## src/rtl/uart_prog_loader.sv

```systemverilog
// Byte-stream program loader: parses LOAD/RUN commands from a UART receiver,
// assembles little-endian 32-bit words and writes them through a valid/ready port.
module uart_prog_loader #(
    parameter int unsigned ADDR_WIDTH     = 16,
    parameter int unsigned BASE_ADDR      = 0,
    parameter int unsigned TIMEOUT_CYCLES = 5000000,
    parameter bit          HOLD_AT_RESET  = 1'b0
) (
    input  logic                  clk,
    input  logic                  reset,
    input  logic                  rx_valid,
    input  logic [7:0]            rx_byte,
    output logic                  mem_wr_valid,
    input  logic                  mem_wr_ready,
    output logic [ADDR_WIDTH-1:0] mem_wr_addr,
    output logic [31:0]           mem_wr_data,
    output logic                  cpu_hold,
    output logic                  busy,
    output logic                  load_done,
    output logic                  error,
    output logic [15:0]           words_loaded
);

    localparam int unsigned TMO_W = (TIMEOUT_CYCLES > 1) ? $clog2(TIMEOUT_CYCLES) : 1;
    localparam logic [TMO_W-1:0]      TMO_LIMIT = TMO_W'(TIMEOUT_CYCLES - 1);
    localparam logic [ADDR_WIDTH-1:0] BASE      = ADDR_WIDTH'(BASE_ADDR);
    localparam logic [7:0]            CMD_LOAD  = 8'hA5;
    localparam logic [7:0]            CMD_RUN   = 8'h5A;

    typedef enum logic [2:0] {IDLE, CNT_LO, CNT_HI, DATA, WRITE} state_t;

    state_t                  state, state_n;
    logic [15:0]             count, count_n;
    logic [1:0]              byte_idx, byte_idx_n;
    logic [31:0]             word, word_n;
    logic [TMO_W-1:0]        tmo_cnt, tmo_cnt_n;
    logic                    overrun, overrun_n;
    logic                    mem_wr_valid_n;
    logic [ADDR_WIDTH-1:0]   mem_wr_addr_n;
    logic [31:0]             mem_wr_data_n;
    logic                    cpu_hold_n, busy_n, load_done_n, error_n;
    logic [15:0]             words_loaded_n;
    logic                    tmo_hit;

    assign tmo_hit = (tmo_cnt == TMO_LIMIT);

    // Next-state and next-register values
    always_comb begin
        state_n        = state;
        count_n        = count;
        byte_idx_n     = byte_idx;
        word_n         = word;
        overrun_n      = overrun;
        mem_wr_valid_n = mem_wr_valid;
        mem_wr_addr_n  = mem_wr_addr;
        mem_wr_data_n  = mem_wr_data;
        cpu_hold_n     = cpu_hold;
        load_done_n    = 1'b0;
        error_n        = error;
        words_loaded_n = words_loaded;
        tmo_cnt_n      = '0;

        case (state)
            IDLE: begin
                if (rx_valid && rx_byte == CMD_LOAD) begin
                    state_n        = CNT_LO;
                    cpu_hold_n     = 1'b1;
                    error_n        = 1'b0;
                    words_loaded_n = '0;
                    mem_wr_addr_n  = BASE;
                end else if (rx_valid && rx_byte == CMD_RUN) begin
                    cpu_hold_n = 1'b0;
                end
            end
            CNT_LO: begin
                if (rx_valid) begin
                    count_n[7:0] = rx_byte;
                    state_n      = CNT_HI;
                end else if (tmo_hit) begin
                    error_n = 1'b1;
                    state_n = IDLE;
                end
            end
            CNT_HI: begin
                if (rx_valid) begin
                    count_n[15:8] = rx_byte;
                    byte_idx_n    = '0;
                    if ({rx_byte, count[7:0]} == 16'd0) begin
                        state_n     = IDLE;
                        load_done_n = 1'b1;
                    end else begin
                        state_n = DATA;
                    end
                end else if (tmo_hit) begin
                    error_n = 1'b1;
                    state_n = IDLE;
                end
            end
            DATA: begin
                if (rx_valid) begin
                    byte_idx_n = byte_idx + 2'd1;
                    if (byte_idx == 2'd3) begin
                        mem_wr_data_n  = {rx_byte, word[23:0]};
                        mem_wr_valid_n = 1'b1;
                        overrun_n      = 1'b0;
                        state_n        = WRITE;
                    end else begin
                        word_n[8*byte_idx +: 8] = rx_byte;
                    end
                end else if (tmo_hit) begin
                    error_n = 1'b1;
                    state_n = IDLE;
                end
            end
            WRITE: begin
                // Bytes arriving while a write is pending cannot be stored: abort after the write.
                if (rx_valid) begin
                    error_n   = 1'b1;
                    overrun_n = 1'b1;
                end
                if (mem_wr_ready) begin
                    mem_wr_valid_n = 1'b0;
                    mem_wr_addr_n  = mem_wr_addr + ADDR_WIDTH'(4);
                    words_loaded_n = words_loaded + 16'd1;
                    if (overrun || rx_valid) begin
                        state_n = IDLE;
                    end else if (words_loaded + 16'd1 == count) begin
                        state_n     = IDLE;
                        load_done_n = 1'b1;
                    end else begin
                        state_n = DATA;
                    end
                end
            end
            default: state_n = IDLE;
        endcase

        // Inter-byte timer: cleared on bytes and state changes, runs only while awaiting bytes
        if (!rx_valid && state_n == state &&
            (state == CNT_LO || state == CNT_HI || state == DATA)) begin
            tmo_cnt_n = tmo_cnt + TMO_W'(1);
        end

        busy_n = (state_n != IDLE);
    end

    always_ff @(posedge clk) begin
        if (reset) begin
            state        <= IDLE;
            count        <= '0;
            byte_idx     <= '0;
            word         <= '0;
            tmo_cnt      <= '0;
            overrun      <= 1'b0;
            mem_wr_valid <= 1'b0;
            mem_wr_addr  <= BASE;
            mem_wr_data  <= '0;
            cpu_hold     <= HOLD_AT_RESET;
            busy         <= 1'b0;
            load_done    <= 1'b0;
            error        <= 1'b0;
            words_loaded <= '0;
        end else begin
            state        <= state_n;
            count        <= count_n;
            byte_idx     <= byte_idx_n;
            word         <= word_n;
            tmo_cnt      <= tmo_cnt_n;
            overrun      <= overrun_n;
            mem_wr_valid <= mem_wr_valid_n;
            mem_wr_addr  <= mem_wr_addr_n;
            mem_wr_data  <= mem_wr_data_n;
            cpu_hold     <= cpu_hold_n;
            busy         <= busy_n;
            load_done    <= load_done_n;
            error        <= error_n;
            words_loaded <= words_loaded_n;
        end
    end

endmodule
```

## config.mk

```make
export PLATFORM = sky130hd
export DESIGN_NAME = uart_prog_loader
export DESIGN_NICKNAME = d
export VERILOG_FILES = /design/src/rtl/uart_prog_loader.sv
export SDC_FILE = /design/constraint.sdc
export NUM_CORES = 1
export LEC_CHECK = 0
export CAP_MARGIN = 15
export CORE_UTILIZATION = 30
export CTS_CLUSTER_DIAMETER = 200
export CTS_CLUSTER_SIZE = 25
export DETAILED_ROUTE_END_ITERATION = 8
export SLEW_MARGIN = 20
export SYNTH_ARGS = -nofsm -noshare
export SYNTH_HDL_FRONTEND = slang
export SYNTH_SLANG_ARGS = --single-unit
```

## constraint.sdc

```tcl
create_clock -name clk -period 3.85 [get_ports clk]
set_input_delay 1.155 -clock clk [delete_from_list [all_inputs] [get_ports clk]]
set_output_delay 1.155 -clock clk [all_outputs]
set_load 0.01 [all_outputs]
```

# --- After elaboration in Yosys (flattened, before gate mapping) ---
# Cells that the tools add are included.
op_classes:
  addsub: 5
  mul: 0
  div_mod_pow: 0
  n_lt_le_gt_ge: 0
  n_eq_ne: 18
  shift: 2
  muxes: 40
  bitwise_logic: 2
  n_reduce_logical: 28
ops:
  columns: ["cell", "n"]
  rows:
  - ["16-bit one-hot mux with 2 select lines", 2]
  - ["16-bit two-way mux", 3]
  - ["5-bit negator with 34-bit output", 1]
  - ["8-bit by 34-bit variable shift with 32-bit output, first input constant", 1]
  - ["8-bit by 34-bit variable part select with 32-bit output", 1]
  - ["32-bit bitwise mux", 1]
  - ["23-bit by 1-bit adder with 23-bit output, second input constant", 1]
  - ["23-bit equality test, second input constant", 1]
  - ["3-bit two-way mux", 7]
  - ["16-bit by 1-bit adder with 16-bit output, second input constant", 1]
  - ["16-bit by 3-bit adder with 16-bit output, second input constant", 1]
  - ["16-bit equality test", 1]
  - ["16-bit zero test", 1]
  - ["1-bit two-way mux", 16]
  - ["3-bit one-hot mux with 5 select lines", 1]
  - ["2-bit != test, second input constant", 7]
  - ["3-bit AND reduction", 4]
  - ["2-bit two-way mux", 5]
  - ["8-bit by 7-bit equality test with 1-bit output, second input constant", 1]
  - ["8-bit equality test, second input constant", 1]
  - ["4-bit AND reduction", 2]
  - ["2-bit nonzero test", 4]
  - ["3-bit by 2-bit equality test with 1-bit output, second input constant", 2]
  - ["1-bit one-hot mux with 2 select lines", 3]
  - ["other kinds (18)", 27]
word_totals:
  ff_bits: 146
  latchBits: 0
  ram_bits: 0
  romBits: 0
  in_bits: 12
  output_inout_bits: 69
  elab_cells: 110
  memories: 0

# --- Depth between registers and ports, before layout ---
# Gate-level depths: netlist of run 1.
depth:
  depth_word: 11
  ltp_mapped: 9
  depth_no_buf: 7

# --- Worst setup path before layout of run 1 ---
# OpenSTA, ideal clock, no wires.
synth_timing:
  path_type: "in2reg"
  startpoint: "input rx_byte[3]"
  endpoint: "register mem_wr_addr[11]"
  setup_time_ps: 128
  arrival_time_ps: 2568
  t_required_ps: 3722
  path_slack_ps: 1155
  cell_stages: 7
  n_path_buf: 1
  path_cell_list: "clkbuf_1 -> nor4_2 -> nand4_1 -> a211oi_2 -> and3_1 -> xnor2_1 -> nor2_1"
synth_between:
  elab_chain_cells: 4
synth_lines:
  columns: ["element", "line", "text"]
  rows:
  - ["from (decl)", "12", "input logic [7:0] rx_byte,"]
  - ["8-bit equality test", "65", "if (rx_valid && rx_byte == CMD_LOAD) begin"]
  - ["1-bit logical AND", "65", null]
  - ["2-bit != test (no line)", null, null]
  - ["3-bit AND reduction (no line)", null, null]
  - ["to (signal assigned)", "171", "mem_wr_addr <= mem_wr_addr_n;"]
  - ["to (decl)", "15", "output logic [ADDR_WIDTH-1:0] mem_wr_addr,"]
# No other way between the ends.
# A chain may end at the register's enable or synchronous reset.

# --- Worst setup path in the final report of run 1 ---
layout_timing:
  startpoint: "input rx_valid"
  endpoint: "register word[23]"
layout_between:
  elab_chain_cells: 1
layout_lines:
  columns: ["element", "line", "text"]
  rows:
  - ["from (decl)", "11", "input logic rx_valid,"]
  - ["3-bit AND reduction (no line)", null, null]
  - ["to (signal assigned)", "167", "word <= word_n;"]
  - ["to (decl)", "35", "logic [31:0] word, word_n;"]
# No other way between the ends.

==> run summary, run 1 <==
The number of nets with antenna violations after routing came out at 0. The worst min-delay path class was reg -> reg. Yosys attributes the largest share of cell area to dfxtp_1 44%, nand2_1 8.1%, a21oi_1 7.4%. The critical path goes through clkdlybuf4s50_1, and3b_1, nand2_1, nor2_1, and2_1, nand3_1, a21oi_1. The worst hold path passes through 2 cells. The tools report the root buffer cell as clkbuf_16. The run gives 0.391 as the final design utilization. After detailed routing, the number of remaining DRC violations is 0. The antenna diode instance count is 0. The maximum number of pins on one net before global-route repair was 76. The share of flip-flops with an asynchronous set or reset is 0, and the length of the first detailed-routing pass in iterations is 4. At the end of routability-driven placement, the weighted congestion stood at 0.781.

The ratio of final minimum period to clock period came out at 0.762. For the worst flop-to-flop path, the logic depth is 7. The longest clock path from root to sink contains 2 buffers. The floorplan step defined a die boundary enclosing 0.0210 mm2. The part of the total power dissipated in the clock network was 0.513. The routed wirelength normalized by instance count is 14.1 um, and the stage delay of the slowest cell on the critical path is 0.77 ns.

Post-synthesis cell type with the largest combined area: dfxtp_1. After detailed routing, the total wire length is 15600 um. The nature of the critical path endpoint is a register. The total negative slack was 0 ns. At the end of the flow, the number of nets in the layout was 848. The tools report the combinational cell fraction of total power as 0.031. Along the worst path, the maximum fanout reaches 16.

The relative max-transition margin is 0.394. Switching component of the power: 0.000753 W. The count of mapped cells out of synthesis is 765.

For the total of endpoints with negative setup slack in the final report, the log shows 0. VDD sags by at most 0.328 mV. The logs give 17 for the number of buffers created by CTS and 0 for the yosys synthesis warning count. The data arrival time at the worst-slack endpoint is 3.29 ns. The logs give 0 for the count of instances resized after the clock tree is built and 4.20 ns for the endpoint required time on the critical path.

Number of library cell types mapped by synthesis: 58. The width of the die was 145 um. In this run the cell area of the synthesized design comes to 0.00614 mm2. Post-CTS timing repair inserted 0 buffers for setup. The tools report the overall fraction of global-route tracks in use as 0.155. Timing would allow up to 0.341 GHz.

The tools report the leakage component of the power as 2.55 nW. The tool flagged a number of max-cap violations equal to 0. The share of cells above drive strength 1 was 0.0702; the global-route wire length before repair was 26100 um.

The routed layout has 5397 vias. TritonCTS built the clock tree. The region available for standard cell placement spans 0.0198 mm2. The detailed router finished its first iteration with 289 violations. After clock tree synthesis, the clock-pin slew on the worst setup and hold paths is 0.07 ns. The leading cell type by number of instances after synthesis was dfxtp_1. For the fraction of the yosys area taken by sequential cells, the log shows 0.443. After synthesis, the mean cell area works out to 8.03 um2.

The initial core utilization was 0.310; the latest clock arrival within the worst-skew pair was 0.42 ns. After global routing the overflow that remains totals 0. The H-tree generated during clock tree synthesis spans 4 levels. At the pin with the least slew margin, the transition time is 0.897 ns. The relative contribution of sequential cells to total power is 0.455. After detailed routing, the wire length on met1 is 7520 um. Summed over all nets, wire length on met3 after detailed routing comes to 694 um. The synthesized design contains 0 enable-type register cells. Fraction of power spent switching nets: 0.241. The tools report the number of buffers inserted for hold repair after clock tree synthesis as 0. The initial antenna violation count was 0.

Total half-perimeter wirelength after legalization and detailed placement: 10400 um. The number of sinks handled by clock tree synthesis is 136, and the growth of design area from synthesis to finish is 25.8%. After floorplanning, the core was divided into 51 placement rows. The max-slew violation count is 0, and the die boundary height is 145 um.

By startpoint and endpoint, the worst setup path is classified as in -> reg. The top routing layer in use is met4. The design internal power was 0.00237 W.

The top cell type's share of synthesized area came out at 0.443. In this run the count of I/O pins placed on the die edge is 81. The via count of the first global-routing pass was 5009. The count of final hold-check violations was 0; the minimum clock period after layout was 2.94 ns. The most instantiated flip-flop cell in the synthesis netlist is dfxtp_1. Startpoint type of the worst setup path: an input port. The flow ran to the end, and the final reports show no timing, DRC or antenna violations.

The areal power density over the cells was 404 mW/mm2. The met2 layer wire length in the routed design was 7110 um; the average via count per standard cell was 4.88. Setup repair after global routing left no endpoint under its margin. Across the routed clock network, the largest skew measured is 0.00928 ns.

The synthesized design contains 136 register bits. Ranked by instance count, the synthesized netlist is headed by 136 x dfxtp_1, 132 x nand2_1, 91 x a21oi_1. Slowest stage cell on the critical path: clkdlybuf4s50_1. The number of input and output port buffers inserted came out at 78.
[worst paths after layout]
check / start / to / slack (ns)
worst min register to register: word[6]$_SDFFE_PP0P_ / mem_wr_data[6]$_SDFFE_PP0P_ / 0.45
worst max register to register: words_loaded[0]$_SDFFE_PP0P_ / load_done$_SDFF_PP0_ / 1.29
worst max-delay path: rx_valid / word[23]$_SDFFE_PP0P_ / 0.91
worst min-delay path: word[6]$_SDFFE_PP0P_ / mem_wr_data[6]$_SDFFE_PP0P_ / 0.45
[state kept, by name, summed over array words and instances, names as in the netlist]
name,count
mem_wr_data,32
word,24
tmo_cnt,23
count,16
words_loaded,16
mem_wr_addr,14
state,3
byte_idx,2
busy,1
cpu_hold,1
error,1
load_done,1
mem_wr_valid,1
overrun,1
[metrics by stage]
stage	hold WS (ns)	total power [W]	instances	worst slack, ns	instance area, um2
2_1_floorplan	0.432	0.00151	766	1.15	6150
3_3_place_gp	0.440	0.00155	1074	0.289	7150
3_5_place_dp	0.445	0.00155	1074	0.288	7150
4_1_cts	0.454	0.00316	1106	0.725	7720
5_1_grt	0.463	0.00325	1106	0.721	7730
6_report	0.450	0.00312	1106	0.915	7730
[cells in the final DEF (no fill, tap or decap), types with 3 or more instances in the layout]
cell and count:
a21oi_1 91, and2_1 7, and3_1 12, and4_1 5, buf_4 16, clkbuf_16 17, clkdlybuf4s50_1 77, clkinvlp_4 4
dfxtp_1 136, ha_1 8, inv_1 10, inv_6 4, mux2i_1 8, nand2_1 132, nand2b_1 5, nand3_1 51
nand4_1 13, nor2_1 72, nor2b_1 5, nor3_1 11, nor3b_1 4, nor4_1 6, o2111ai_1 3, o21ai_0 25
o22ai_1 5, or3_1 10, or4_1 3, xnor2_1 32, xor2_1 22
[power groups by stage]
stage               Sequential [W]  Combinational (W)  Clock, W
floorplan                  0.00145          0.0000622         0
global placement           0.00145          0.0000981         0
detailed placement         0.00145          0.0000979         0
CTS                        0.00142          0.0000982   0.00164
global route               0.00142           0.000107   0.00172
finish                     0.00142          0.0000973   0.00160
[metal layers]
metal,GRT usage,up-vias
li1,-,2760
met1,0.205,2509
met2,0.242,105
met3,0.0368,23
met4,0.0621,0
met5,0,-
[cell families (layout without fill, tap and decap cells)]
family / Yosys count / after routing / share of synthesized area
flip-flops: 136 / 136 / 0.443
buffers and inverters: 61 / 136 / 0.0432
multiplexers: 8 / 8 / 0.0130
XOR/XNOR: 54 / 54 / 0.0770
other: 1 / 2 / 0.000611
AND/OR/NAND/NOR: 352 / 352 / 0.276
adder cells (fa/ha/maj): 8 / 8 / 0.0163
AO/OA/AOI/OAI: 145 / 145 / 0.131
[worst max-delay path, delay by kind of cell]
kind                   cells  cell delay [ns]
buffers and inverters      1             0.77
AO/OA/AOI/OAI              1             0.17
AND/OR/NAND/NOR            5             1.19
[layout make-up]
class	count	area (um2)
clock buffer	18	439
fill	2067	12100
multi-input combinational	569	3160
sequential	136	2720
clock inverter	14	140
inverter	10	37.5
tap	265	332
timing repair buffer	94	896
Note: power is estimated with default switching activity, not from simulation.
==> inputs of run 2 (changes only) <==
==> constraint.sdc (replaced) <==
create_clock -name clk -period 3 [get_ports clk]
set_input_delay 0.9 -clock clk [delete_from_list [all_inputs] [get_ports clk]]
set_output_delay 0.9 -clock clk [all_outputs]
set_load 0.01 [all_outputs]
==> run summary, run 2 (synthesized netlist as in run 1, its figures left out) <==
The initial antenna violation count was 0 (unchanged). The area enclosed by the die boundary is 0.0210 mm2 (unchanged), and the worst path buffer plus inverter count is 0 (-1). The worst setup path category was reg -> reg. The tightest min-delay check is of the reg -> reg type. The die boundary height is 145 um (unchanged).

The top register by number of flip-flops was mem_wr_data. The total via count after detailed routing came out at 5397 (unchanged). The flip-flop count of the largest register after layout came out at 32 (unchanged).

The standard cell core area was 0.0198 mm2 (unchanged); the routed wirelength normalized by instance count was 14.1 um (-0.60%). The smallest clock period supported by the final layout is computed as 2.61 ns. The tools report the post-detailed-route DRC marker count as 0 (unchanged).

The final net count is 863 (+1.8%), and the depth of the critical timing path with buffers and inverters included is 7 (unchanged). The worst hold slack across all endpoints was 0.448 ns (-0.00151 ns). For this design, the slowest cell found on the critical path is or4_1.

The most critical setup path has its startpoint at words_loaded[0]$_SDFFE_PP0P_. The number of buffers inserted for hold repair after clock tree synthesis is 0 (unchanged), and the worst clock skew on the final layout is 0.00929 ns (+0.00000816 ns). The tools report the max-slew violation count as 0 (unchanged). The run finished with clean final reports. Total of endpoints with negative setup slack in the final report: 0 (unchanged). The tools report the final design area excluding fillers as 0.00791 mm2 (+2.3%). The DRC violation total after the first TritonRoute iteration was 294 (+1.7%). Following the worst setup path forward leads to its endpoint at load_done$_SDFF_PP0_.

The number of buffers inserted to repair setup after CTS is 0 (unchanged), and the share of cells above drive strength 1 is 0.0831 (+0.0130). The measured slew at the worst slew-check pin is 0.844 ns (-0.0527 ns). The count of instances resized after the clock tree is built is 0 (unchanged), and the number of sinks handled by clock tree synthesis is 136 (unchanged).

The maximum level of the CTS H-tree was 4 (unchanged); the total negative slack was 0 ns (unchanged). The width of the die was 145 um (unchanged). The run gives 0 (unchanged) as the leftover overflow at the end of global routing. The instance area at placement came out at 0.00731 mm2 (+2.3%). The clock slew at the register clock pins of the worst setup and hold paths was 0.06 ns (about the same); the total half-perimeter wirelength after legalization and detailed placement was 10900 um (+4.0%). The count of final hold-check violations is 0 (unchanged).

The average via count per standard cell was 4.82 (-1.2%). The cell depth of the worst flop-to-flop path is 7 (unchanged). The areal power density over the cells came out at 514 mW/mm2 (+27%). For the maximum number of pins on one net before global-route repair, the log shows 68 (-11%). The logs give 0 (unchanged) for the antenna diode instance count and 26200 um (+0.32%) for the global-route wire length before repair. In the final layout, the registers with the most flip-flops are mem_wr_data (32), word (24), tmo_cnt (23).

The tools report the overall fraction of global-route tracks in use as 0.155 (-0.000582). The initial core utilization was 0.310 (unchanged); the worst-case clock buffer depth was 2 (unchanged). The logs give 0.800 (+2.5%) for the placer congestion estimate and 17 (unchanged) for the number of buffers created by CTS. The run gives 51 (unchanged) as the site row count. Relative to the synthesized area, the layout overhead comes to 28.7%. Broken down by cell family, the worst path's largest delay share belongs to simple AND/OR/NAND/NOR gates. The stage delay of the slowest cell on the critical path is 0.56 ns (-0.21 ns), and the peak fanout along the critical path is 8 (-8).

Via count of the first global-routing pass: 4969 (-0.80%). STA classifies the critical path endpoint as a register. The logs give 5 (+1) for the length of the first detailed-routing pass in iterations and 0.395 mV (+21%) for the maximum ir drop on the vdd rail.

The total routed wirelength was 15700 um (+0.57%). The number of nets with antenna violations after routing is 0 (unchanged), and the data arrival time at the worst-slack endpoint is 2.94 ns (-0.35 ns). The endpoint of the worst-slack reg-to-reg timing path was load_done$_SDFF_PP0_.

The library cells used most frequently in the layout, excluding fill and tap cells, are 136 x dfxtp_1, 132 x nand2_1, 91 x a21oi_1, 77 x clkdlybuf4s50_1, 73 x nor2_1. Setup repair after global routing left no endpoint under its margin. The run gives 0.429 (+0.0356) as the relative max-transition margin.

The logs give 2.65 nW (+3.9%) for the leakage component of the power and 0.384 GHz for the maximum clock rate. The number of top-level pins is 81 (unchanged), and the register-to-register setup slack is 0.39 ns (-0.90 ns). STA classifies the critical path startpoint as a register.

Leaving out fill and tap cells, the most frequent cell in the layout is dfxtp_1. TritonCTS built the clock tree. The endpoint required time on the critical path came out at 3.33 ns (-0.87 ns).

The critical path goes through ha_1, nand3_1, nor3_1, xnor2_1, o2111ai_1, or4_1, o21ai_1. Total chip power: 0.00406 W (+30%). The number of input and output port buffers inserted is 78 (unchanged), and the number of maximum-capacitance constraint violations is 0 (unchanged). The reg-to-reg startpoint is words_loaded[0]$_SDFFE_PP0P_. The latest clock arrival within the worst-skew pair came out at 0.42 ns (about the same). The root buffer cell chosen for the clock tree is clkbuf_16. The ratio of final minimum period to clock period came out at 0.869.
[run 2: worst register-to-register path, cell delays in order, from the launching register on]
cell	delay, ns
dfxtp_1	0.48
ha_1	0.37
nand3_1	0.19
nor3_1	0.39
xnor2_1	0.16
o2111ai_1	0.18
or4_1	0.56
o21ai_1	0.18
[run 2: per-layer routing]
layer	track usage	wire length (um)	part of all wire
met1	0.205	7720	0.49
met2	0.241	7220	0.46
met3	0.0358	546	0.035
met4	0.0600	244	0.016
met5	0	0	0
[run 2: final cells by class]
type	instances	area, um2
Timing Repair Buffer	109	1060
Sequential cell	136	2720
Clock inverter	9	116
Clock buffer	21	480
Inverter	10	37.5
Tap cell	265	332
Fill cell	2034	11900
Multi-Input combinational cell	569	3160
[run 2: worst min-delay path by stage]
stage	startpoint	endpoint	slack, ns	depth (start not counted)
floorplan	word[0]$_SDFFE_PP0P_	mem_wr_data[0]$_SDFFE_PP0P_	0.43	2
global placement	word[0]$_SDFFE_PP0P_	mem_wr_data[0]$_SDFFE_PP0P_	0.44	2
detailed placement	word[0]$_SDFFE_PP0P_	mem_wr_data[0]$_SDFFE_PP0P_	0.44	2
CTS	word[0]$_SDFFE_PP0P_	mem_wr_data[0]$_SDFFE_PP0P_	0.45	2
global route	word[3]$_SDFFE_PP0P_	word[3]$_SDFFE_PP0P_	0.47	2
finish	word[4]$_SDFFE_PP0P_	mem_wr_data[4]$_SDFFE_PP0P_	0.45	2
[run 2: through the flow]
step,setup slack [ns],instances,util
after floorplan,0.560,766,-
after global placement,0.0849,1089,0.369
after detailed placement,0.154,1089,0.369
after CTS,0.389,1119,0.400
after global routing,0.214,1119,0.400
final,0.393,1119,0.400
[run 2: report_power, final]
part	switching, W	total (W)	internal [W]
registers	0.0000101	0.00182	0.00181
clock network	0.000794	0.00210	0.00131
logic	0.0000837	0.000137	0.0000534
